**src/rtl/pc_seq.sv**
```systemverilog
// Instruction sequencer for picoMIPS: decodes the ROM word and drives the PC, register-file write and multi-cycle handshakes.
// Latency: control outputs are combinational from state and instr; state, zero flag and retired count update on the next rising edge.
// Backpressure: MUL and INSW stall the PC until mul_done or sw_valid arrives; HALT stalls it until nreset.
//
// Ports:
//   clk, nreset      - rising-edge clock, asynchronous active-low reset
//   instr            - instruction word from the program ROM (combinational on PC)
//   z_in             - ALU zero result for the current ALU instruction
//   mul_done         - multiplier result valid (only honoured while waiting on MUL)
//   sw_valid         - switch data valid (only honoured while waiting on INSW)
//   PCincr           - PC advances by one
//   PCrelbranch      - PC adds Branchaddr
//   Branchaddr       - signed branch offset, always instr[Psize-1:0]
//   reg_we           - register-file write enable
//   mul_start        - one-cycle multiplier start pulse
//   sw_ready         - sequencer waiting for switch data
//   halted           - core stopped until reset
//   retired          - saturating count of instructions that moved the PC
module pc_seq #(
    parameter int Psize = 5,
    parameter int Isize = 24,
    parameter int Csize = 16
) (
    input  logic             clk,
    input  logic             nreset,
    input  logic [Isize-1:0] instr,
    input  logic             z_in,
    input  logic             mul_done,
    input  logic             sw_valid,
    output logic             PCincr,
    output logic             PCrelbranch,
    output logic [Psize-1:0] Branchaddr,
    output logic             reg_we,
    output logic             mul_start,
    output logic             sw_ready,
    output logic             halted,
    output logic [Csize-1:0] retired
);

    typedef enum logic [1:0] {
        ST_RUN    = 2'd0,
        ST_MULW   = 2'd1,
        ST_INW    = 2'd2,
        ST_HALTED = 2'd3
    } state_t;

    localparam logic [3:0] OP_NOP  = 4'b0000;
    localparam logic [3:0] OP_ALU  = 4'b0001;
    localparam logic [3:0] OP_MUL  = 4'b0010;
    localparam logic [3:0] OP_INSW = 4'b0011;
    localparam logic [3:0] OP_BEQ  = 4'b0100;
    localparam logic [3:0] OP_BNE  = 4'b0101;
    localparam logic [3:0] OP_BRA  = 4'b0110;
    localparam logic [3:0] OP_HALT = 4'b0111;

    localparam logic [Csize-1:0] RETIRED_ONE = {{(Csize-1){1'b0}}, 1'b1};

    state_t           state_q, state_d;
    logic             zflag_q, zflag_d;
    logic [Csize-1:0] retired_q, retired_d;

    logic [3:0]       opcode;
    logic             incr_raw, rel_raw, we_raw, mstart_raw, sready_raw, halt_raw;
    logic             unused_bits;

    assign opcode      = instr[Isize-1:Isize-4];
    assign Branchaddr  = instr[Psize-1:0];
    // Bits between the opcode and the offset carry register fields for the datapath.
    assign unused_bits = ^instr[Isize-5:Psize];

    // Next-state and raw control decode.
    always_comb begin
        state_d    = state_q;
        zflag_d    = zflag_q;
        incr_raw   = 1'b0;
        rel_raw    = 1'b0;
        we_raw     = 1'b0;
        mstart_raw = 1'b0;
        sready_raw = 1'b0;
        halt_raw   = 1'b0;

        unique case (state_q)
            ST_RUN: begin
                unique case (opcode)
                    OP_ALU: begin
                        we_raw   = 1'b1;
                        incr_raw = 1'b1;
                        zflag_d  = z_in;
                    end
                    OP_MUL: begin
                        // mul_done is deliberately not looked at here, even in the start cycle.
                        mstart_raw = 1'b1;
                        state_d    = ST_MULW;
                    end
                    OP_INSW: begin
                        state_d = ST_INW;
                    end
                    OP_BEQ: begin
                        rel_raw  = zflag_q;
                        incr_raw = ~zflag_q;
                    end
                    OP_BNE: begin
                        rel_raw  = ~zflag_q;
                        incr_raw = zflag_q;
                    end
                    OP_BRA: begin
                        // Offset 0 simply re-executes the same PC forever.
                        rel_raw = 1'b1;
                    end
                    OP_HALT: begin
                        state_d = ST_HALTED;
                    end
                    default: begin
                        // OP_NOP and all unassigned opcodes 1000-1111.
                        incr_raw = 1'b1;
                    end
                endcase
            end
            ST_MULW: begin
                if (mul_done) begin
                    we_raw   = 1'b1;
                    incr_raw = 1'b1;
                    state_d  = ST_RUN;
                end
            end
            ST_INW: begin
                sready_raw = 1'b1;
                if (sw_valid) begin
                    we_raw   = 1'b1;
                    incr_raw = 1'b1;
                    state_d  = ST_RUN;
                end
            end
            default: begin
                // ST_HALTED: only reset leaves this state.
                halt_raw = 1'b1;
            end
        endcase
    end

    // Outputs are qualified by nreset so that asserting reset mid-cycle silences
    // the PC and register file at once, not just at the next edge.
    always_comb begin
        PCincr      = incr_raw & nreset;
        PCrelbranch = rel_raw & nreset;
        reg_we      = we_raw & nreset;
        mul_start   = mstart_raw & nreset;
        sw_ready    = sready_raw & nreset;
        halted      = halt_raw & nreset;
    end

    // Count every cycle that moves the PC; stick at all-ones.
    always_comb begin
        retired_d = retired_q;
        if ((PCincr | PCrelbranch) && (retired_q != {Csize{1'b1}})) begin
            retired_d = retired_q + RETIRED_ONE;
        end
    end

    assign retired = retired_q;

    always_ff @(posedge clk or negedge nreset) begin
        if (!nreset) begin
            state_q   <= ST_RUN;
            zflag_q   <= 1'b0;
            retired_q <= '0;
        end else begin
            state_q   <= state_d;
            zflag_q   <= zflag_d;
            retired_q <= retired_d;
        end
    end

endmodule

```
**config.mk**
```make
export PLATFORM = sky130hd
export DESIGN_NAME = pc_seq
export DESIGN_NICKNAME = d
export VERILOG_FILES = /design/src/rtl/pc_seq.sv
export SDC_FILE = /design/constraint.sdc
export NUM_CORES = 1
export LEC_CHECK = 0
export BUFFER_PORTS_ARGS = -buffer_cell sky130_fd_sc_hd__buf_2
export CORE_MARGIN = 3
export CORE_UTILIZATION = 43
export DETAILED_ROUTE_END_ITERATION = 16
export GPL_ROUTABILITY_DRIVEN = 0
export PLACE_DENSITY = 0.75
export SLEW_MARGIN = 20
export SYNTH_ARGS = -nofsm -noshare
export SYNTH_HDL_FRONTEND = slang
export SYNTH_SLANG_ARGS = --single-unit
```
**constraint.sdc**
```tcl
create_clock -name clk -period 2.54 [get_ports clk]
set_input_delay 0.254 -clock clk [delete_from_list [all_inputs] [get_ports clk]]
set_output_delay 0.254 -clock clk [all_outputs]
set_load 0.03 [all_outputs]
```
==> impl_metrics.csv, run 1 <==
group,metric,value,unit
clocking,ctsResizeCount,0,
clocking,cts-root-buf,"clkbuf_4",
clocking,clk_latency,0.29,ns
sta,clock_skew,0.00466,ns
floorplan,die_w,58.7,um
clocking,hold_buffers,1,
routing,finalWirelength,2.31,mm
floorplan,start_util,46.5,%
floorplan,fp.dieH,58.7,um
global_routing,overflow,0,
clocking,tritoncts,"built",
pwr,power.density,820,nW/um^2
worst_setup_path,critical_path_required,2.73,ns
synth,syn_inst,116,
layout,num_antenna_cells,0,
sta,fin_crit,2.09,ns
sta,max-slew-margin-rel,69.5,%
sta,max_freq,479,MHz
synth,synth_edf_count,0,
layout,final_cells,175,
clocking,cts_setup_buffers,0,
global_routing,grtUsageTotal,15.0,%
floorplan,ios,56,
clocking,cts_made_buffers,3,
synth,synth_warnings,0,
sta,finalMaxSlewViolations,0,
sta,hold_viol,0,
floorplan,row_count,18,
worst_setup_path,reg2reg_slack,0.45,ns
global_routing,grt_max_degree,17,
pwr,irDropWorstVdd,709,uV
routing,drt_iter0_drc,39,
sta,setup_viol,0,
global_routing,first_global_vias,927,
synth,yosys-top-cells-area,"dfrtp_1 40%, xnor2_1 8.8%, mux2_2 5.7%, ha_1 5.2%, nand3_1 3.8%",
synth,netlist_area,1190,sq um
synth,ys_ff_latch,19,
clocking,clock_tree.buffer_depth,2,
worst_setup_path,path_class,"reg2reg",
synth,synth_top_area_cell,"dfrtp_1",
synth,synth_fp_nets,150,
synth,yosysTopAreaCellShare,39.8,%
floorplan,core-area,2570,sq um
pwr,p_leak,0.688,nW
worst_hold_path,min_path_type,"in2reg",
routing,drtAntennaViolNets,0,
worst_setup_path,cp.arrival,2.27,ns
flow_run,max_cap_viol_count,0,
routing,vias,937,
routing,drc,0,
routing,wl_per_cell,13.2,um
sta,period_share,82.2,%
clocking,clk_pin_slew_worst_paths,0.11,ns
layout,most-common-layout-cells,"30 x buf_2, 19 x dfrtp_1, 12 x xnor2_1, 10 x nand2_1, 9 x nand3_1",
layout,final_common_cell,"buf_2",
global_routing,antenna_found_initial,0,
placed_design,portBuffers,30,
placed_design,pre_cts_slack,0.477,ns
synth,async_flop_share,100,%
clocking,htree_levels,1,
clocking,clock_sinks,19,
sta,rsz0062_at_grt,"false",
synth,synth_ff_type,"dfrtp_1",
synth,yosysSeqAreaShare,39.8,%
worst_setup_path,cp_max_fo,13,
synth,syn_avg_cell_area,10.3,sq um
synth,yosysUniqueCellTypes,34,
worst_setup_path,end_kind,"flip-flop",
layout,syn2layout_area_growth,14.4,%
routing,viasPerCell,5.35,
layout,layout-drive-gt1-share,32.4,%
sta,tns,0,ns
sta,finalWorstSetupSlack,0.453,ns
layout,layout.nets,180,
global_routing,grt_pass1_wl,3.99,mm
sta,worst_pin_slew,0.458,ns
routing,firstDrtPassIters,4,
floorplan,design.die.area,3440,sq um
worst_setup_path,startpoint_type,"flip-flop",
placed_design,hpwl,1.83,mm
run_status,status,"finished, final reports clean",
placed_design,dp_cells,170,
-- cells by family after synthesis --
| kind of cell | after synthesis | synth area share [%] |
|---|---|---|
| flip-flops | 19 | 39.8 |
| XOR/XNOR | 13 | 9.54 |
| adder cells (fa/ha/maj) | 5 | 5.24 |
| multiplexers | 6 | 5.66 |
| AO/OA/AOI/OAI | 12 | 8.49 |
| buffers and inverters | 14 | 7.23 |
| AND/OR/NAND/NOR | 47 | 24.0 |
-- cells in the mapped netlist (all sizes together) (2+ instances only) --
cell type   n
mux2        6
and4        2
inv         7
and2        3
nand2b      2
xnor2      12
dfrtp      19
ha          5
nand3      10
nand2      10
o21ai       4
and3        4
nand4       7
buf         7
nor2        3
-- registers in the layout, summed over array words and instances (netlist names) --
| signal | count |
|---|---|
| zflag_q | 1 |
| retired | 16 |
| state_q | 2 |
-- metrics by stage --
step           total power [mW]  hold WS, ns  area (sq um)  utilization, %
2_1_floorplan             0.870      -0.0416          1190               -
3_3_place_gp              0.959        0.107          1330            51.8
3_5_place_dp              0.979        0.117          1330            51.8
4_1_cts                    1.13        0.180          1370            53.2
5_1_grt                    1.21        0.199          1370            53.2
6_report                   1.12        0.191          1370            53.2
-- worst max-delay path, cell delays in order, from the launching register on --
cell     delay (ns)
dfrtp_1        0.42
inv_1          0.09
ha_1           0.25
and4b_1        0.24
nand3_2        0.12
a32oi_4        0.48
mux2_2         0.38
-- final cells by class --
class | instances | area, sq um
Tap cell | 30 | 37.5
Clock buffer | 4 | 26.3
Sequential cell | 19 | 475
Fill cell | 261 | 1200
Inverter | 7 | 26.3
Timing Repair Buffer | 32 | 168
Multi-Input combinational cell | 83 | 632
-- final timing paths --
| path | from | to | cells past startpoint |
|---|---|---|---|
| setup / recovery | state_q[1]$_DFFE_PN0P_ | retired[1]$_DFFE_PN0P_ | 6 |
| hold / removal | z_in | zflag_q$_DFFE_PN0P_ | 2 |
| setup reg to reg | state_q[1]$_DFFE_PN0P_ | retired[1]$_DFFE_PN0P_ | 6 |
| hold reg to reg | retired[0]$_DFFE_PN0P_ | retired[0]$_DFFE_PN0P_ | 1 |
| max in group asynchronous | nreset | retired[2]$_DFFE_PN0P_ | 3 |
| min in group asynchronous | nreset | retired[11]$_DFFE_PN0P_ | 2 |
-- routing by layer --
metal,vias up,GRT usage (%),part of all wire (%)
met2,23,25.4,49
met1,447,19.1,45
met4,0,6.80,0.35
li1,465,-,-
met5,-,0,0
met3,2,1.97,6.4
-- report_power, final --
group	internal [mW]	leakage (nW)	switching (mW)
logic	0.205	0.422	0.318
clock network	0.0611	0.0150	0.0899
registers	0.369	0.251	0.0767
Note: power is estimated with default switching activity, not from simulation.
==> inputs of run 2 (changes only) <==
--- a/config.mk
+++ b/config.mk
@@ -7,7 +7,7 @@
 export LEC_CHECK = 0
 export BUFFER_PORTS_ARGS = -buffer_cell sky130_fd_sc_hd__buf_2
 export CORE_MARGIN = 3
-export CORE_UTILIZATION = 43
+export CORE_UTILIZATION = 41
 export DETAILED_ROUTE_END_ITERATION = 16
 export GPL_ROUTABILITY_DRIVEN = 0
 export PLACE_DENSITY = 0.75
==> constraint.sdc (replaced) <==
create_clock -name clk -period 1.9 [get_ports clk]
set_input_delay 0.19 -clock clk [delete_from_list [all_inputs] [get_ports clk]]
set_output_delay 0.19 -clock clk [all_outputs]
set_load 0.03 [all_outputs]
==> impl_metrics.csv, run 2 (synthesized netlist as in run 1, its figures left out) <==
group,metric,value,unit
routing,finalWirelength,2.61,mm
layout,final_common_cell,"buf_2",
run_status,status,"finished, violations left",
routing,viasPerCell,5.46,
worst_setup_path,cp.arrival,2.13,ns
clocking,cts-root-buf,"clkbuf_4",
placed_design,place_area,1380,sq um
pwr,seq_power_share,33.2,%
layout,syn2layout_area_growth,30.3,%
placed_design,portBuffers,30,
clocking,clock_sinks,19,
sta,max-slew-margin-rel,78.6,%
pwr,irDropWorstVdd,987,uV
routing,drtAntennaViolNets,0,
global_routing,grt_max_degree,17,
run_status,violations,"negative setup slack",
placed_design,pre_cts_slack,-0.123,ns
clocking,clk_latency,0.31,ns
routing,drt_iter0_drc,70,
floorplan,die_w,60.0,um
clocking,htree_levels,1,
flow_run,max_cap_viol_count,0,
sta,fin_crit,1.94,ns
global_routing,grt_pass1_wl,4.51,mm
sta,finalWorstSetupSlack,-0.0399,ns
routing,met2WireLength,1.29,mm
floorplan,fp.dieH,60.0,um
sta,setup_viol,3,
worst_setup_path,cp_max_fo,6,
layout,most-common-layout-cells,"28 x buf_2, 19 x dfrtp_1, 12 x xnor2_1, 8 x nand2_1",
sta,period_share,102,%
layout,seqCellArea,475,sq um
worst_setup_path,critical_path_required,2.09,ns
pwr,clock_power_share,11.5,%
routing,wl_met3,176,um
worst_setup_path,end_kind,"flip-flop",
sta,max_freq,516,MHz
routing,maxUsedRoutingLayer,"met4",
global_routing,overflow,0,
global_routing,grtUsageTotal,16.3,%
layout,layout.nets,190,
clocking,clock_tree.buffer_depth,2,
pwr,p_sw_share,41.1,%
sta,worst_pin_slew,0.319,ns
floorplan,start_util,45.7,%
pwr,p_comb_share,55.3,%
sta,rsz0062_at_grt,"true",
layout,largest_register_ffs,16,
layout,num_antenna_cells,0,
worst_hold_path,min_path_type,"in2reg",
clocking,cts_made_buffers,3,
sta,hold_slack,0.116,ns
floorplan,row_count,18,
layout,multi_input_area,686,sq um
sta,finalMaxSlewViolations,0,
layout,layout-drive-gt1-share,43.9,%
clocking,clk_pin_slew_worst_paths,0.11,ns
pwr,power.density,1170,nW/um^2
pwr,p_int,1.07,mW
layout,stdcell_area,1560,sq um
layout,fill_cells,246,
floorplan,core-area,2610,sq um
routing,firstDrtPassIters,4,
pwr,switching_power,0.748,mW
floorplan,ios,56,
clocking,tritoncts,"built",
routing,vias,1010,
sta,clock_skew,0.00833,ns
worst_setup_path,path_class,"reg2reg",
routing,met1_length,1.09,mm
global_routing,antenna_found_initial,0,
routing,wl_per_cell,14.1,um
pwr,p_leak,0.762,nW
worst_setup_path,startpoint_type,"flip-flop",
floorplan,design.die.area,3590,sq um
sta,hold_viol,0,
placed_design,hpwl,1.92,mm
global_routing,first_global_vias,1043,
routing,drc,0,
[run 2: changes by cell type in the layout (fill, tap and decap cells not counted), sizes merged]
cell / delta
buf: +9
clkbuf: +1
[run 2: path summary, 6_finish.rpt]
| kind | start | endpoint | slack, ns | cells past startpoint |
|---|---|---|---|---|
| setup reg to reg | state_q[0]$_DFFE_PN0P_ | retired[5]$_DFFE_PN0P_ | -0.04 | 7 |
| max in group asynchronous | nreset | retired[5]$_DFFE_PN0P_ | 1.39 | 3 |
| min in group asynchronous | nreset | retired[15]$_DFFE_PN0P_ | 0.37 | 3 |
| setup / recovery | state_q[0]$_DFFE_PN0P_ | retired[5]$_DFFE_PN0P_ | -0.04 | 7 |
| hold / removal | z_in | zflag_q$_DFFE_PN0P_ | 0.12 | 2 |
| hold reg to reg | retired[10]$_DFFE_PN0P_ | retired[10]$_DFFE_PN0P_ | 0.53 | 1 |
[run 2: critical path, stage by stage, from the launching register on]
cell and delay, ns:
dfrtp_1 0.44, ha_2 0.22, and4bb_2 0.31, o21ai_2 0.08, a32oi_4 0.30, clkbuf_16 0.20, nand4_1 0.12, xnor2_1 0.15
[run 2: timing repair]
item                       4_1_cts  5_1_grt
hold buffers                     1        0
pin swaps                        3       10
buffers inserted                 1        1
hold endpoints to repair        19        0
setup endpoints to repair       18       19
cloned                           0        1
gates resized for setup         10       13
[run 2: per-layer routing]
metal	global-route usage, %	up-vias
met4	8.86	0
li1	-	482
met1	18.8	482
met5	0	-
met2	29.0	41
met3	1.94	5
[run 2: cell type report]
| cell class | instances | area share (%) |
|---|---|---|
| tap | 30 | 2.41 |
| clock buffer | 4 | 1.69 |
| timing repair buffer | 42 | 19.5 |
| multi-input combinational | 83 | 44.1 |
| sequential | 19 | 30.6 |
| inverter | 7 | 1.69 |
[run 2: power by group through the flow]
stage	Sequential, mW	Clock (mW)	Combinational (mW)
4_1_cts	0.602	0.220	0.875
2_1_floorplan	0.706	0	0.457
3_5_place_dp	0.607	0	0.768
6_report	0.605	0.210	1.01
3_3_place_gp	0.597	0	0.742
5_1_grt	0.625	0.238	1.09
[run 2: metrics by stage]
stage | utilization, % | setup TNS (ns) | std cells | power (mW)
after floorplan | - | 0 | 116 | 1.16
after global placement | 52.9 | -0.197 | 177 | 1.34
after detailed placement | 52.9 | -0.744 | 177 | 1.37
after CTS | 56.2 | -0.0167 | 183 | 1.70
after global routing | 59.5 | -1.54 | 185 | 1.96
final | 59.5 | -0.0574 | 185 | 1.82
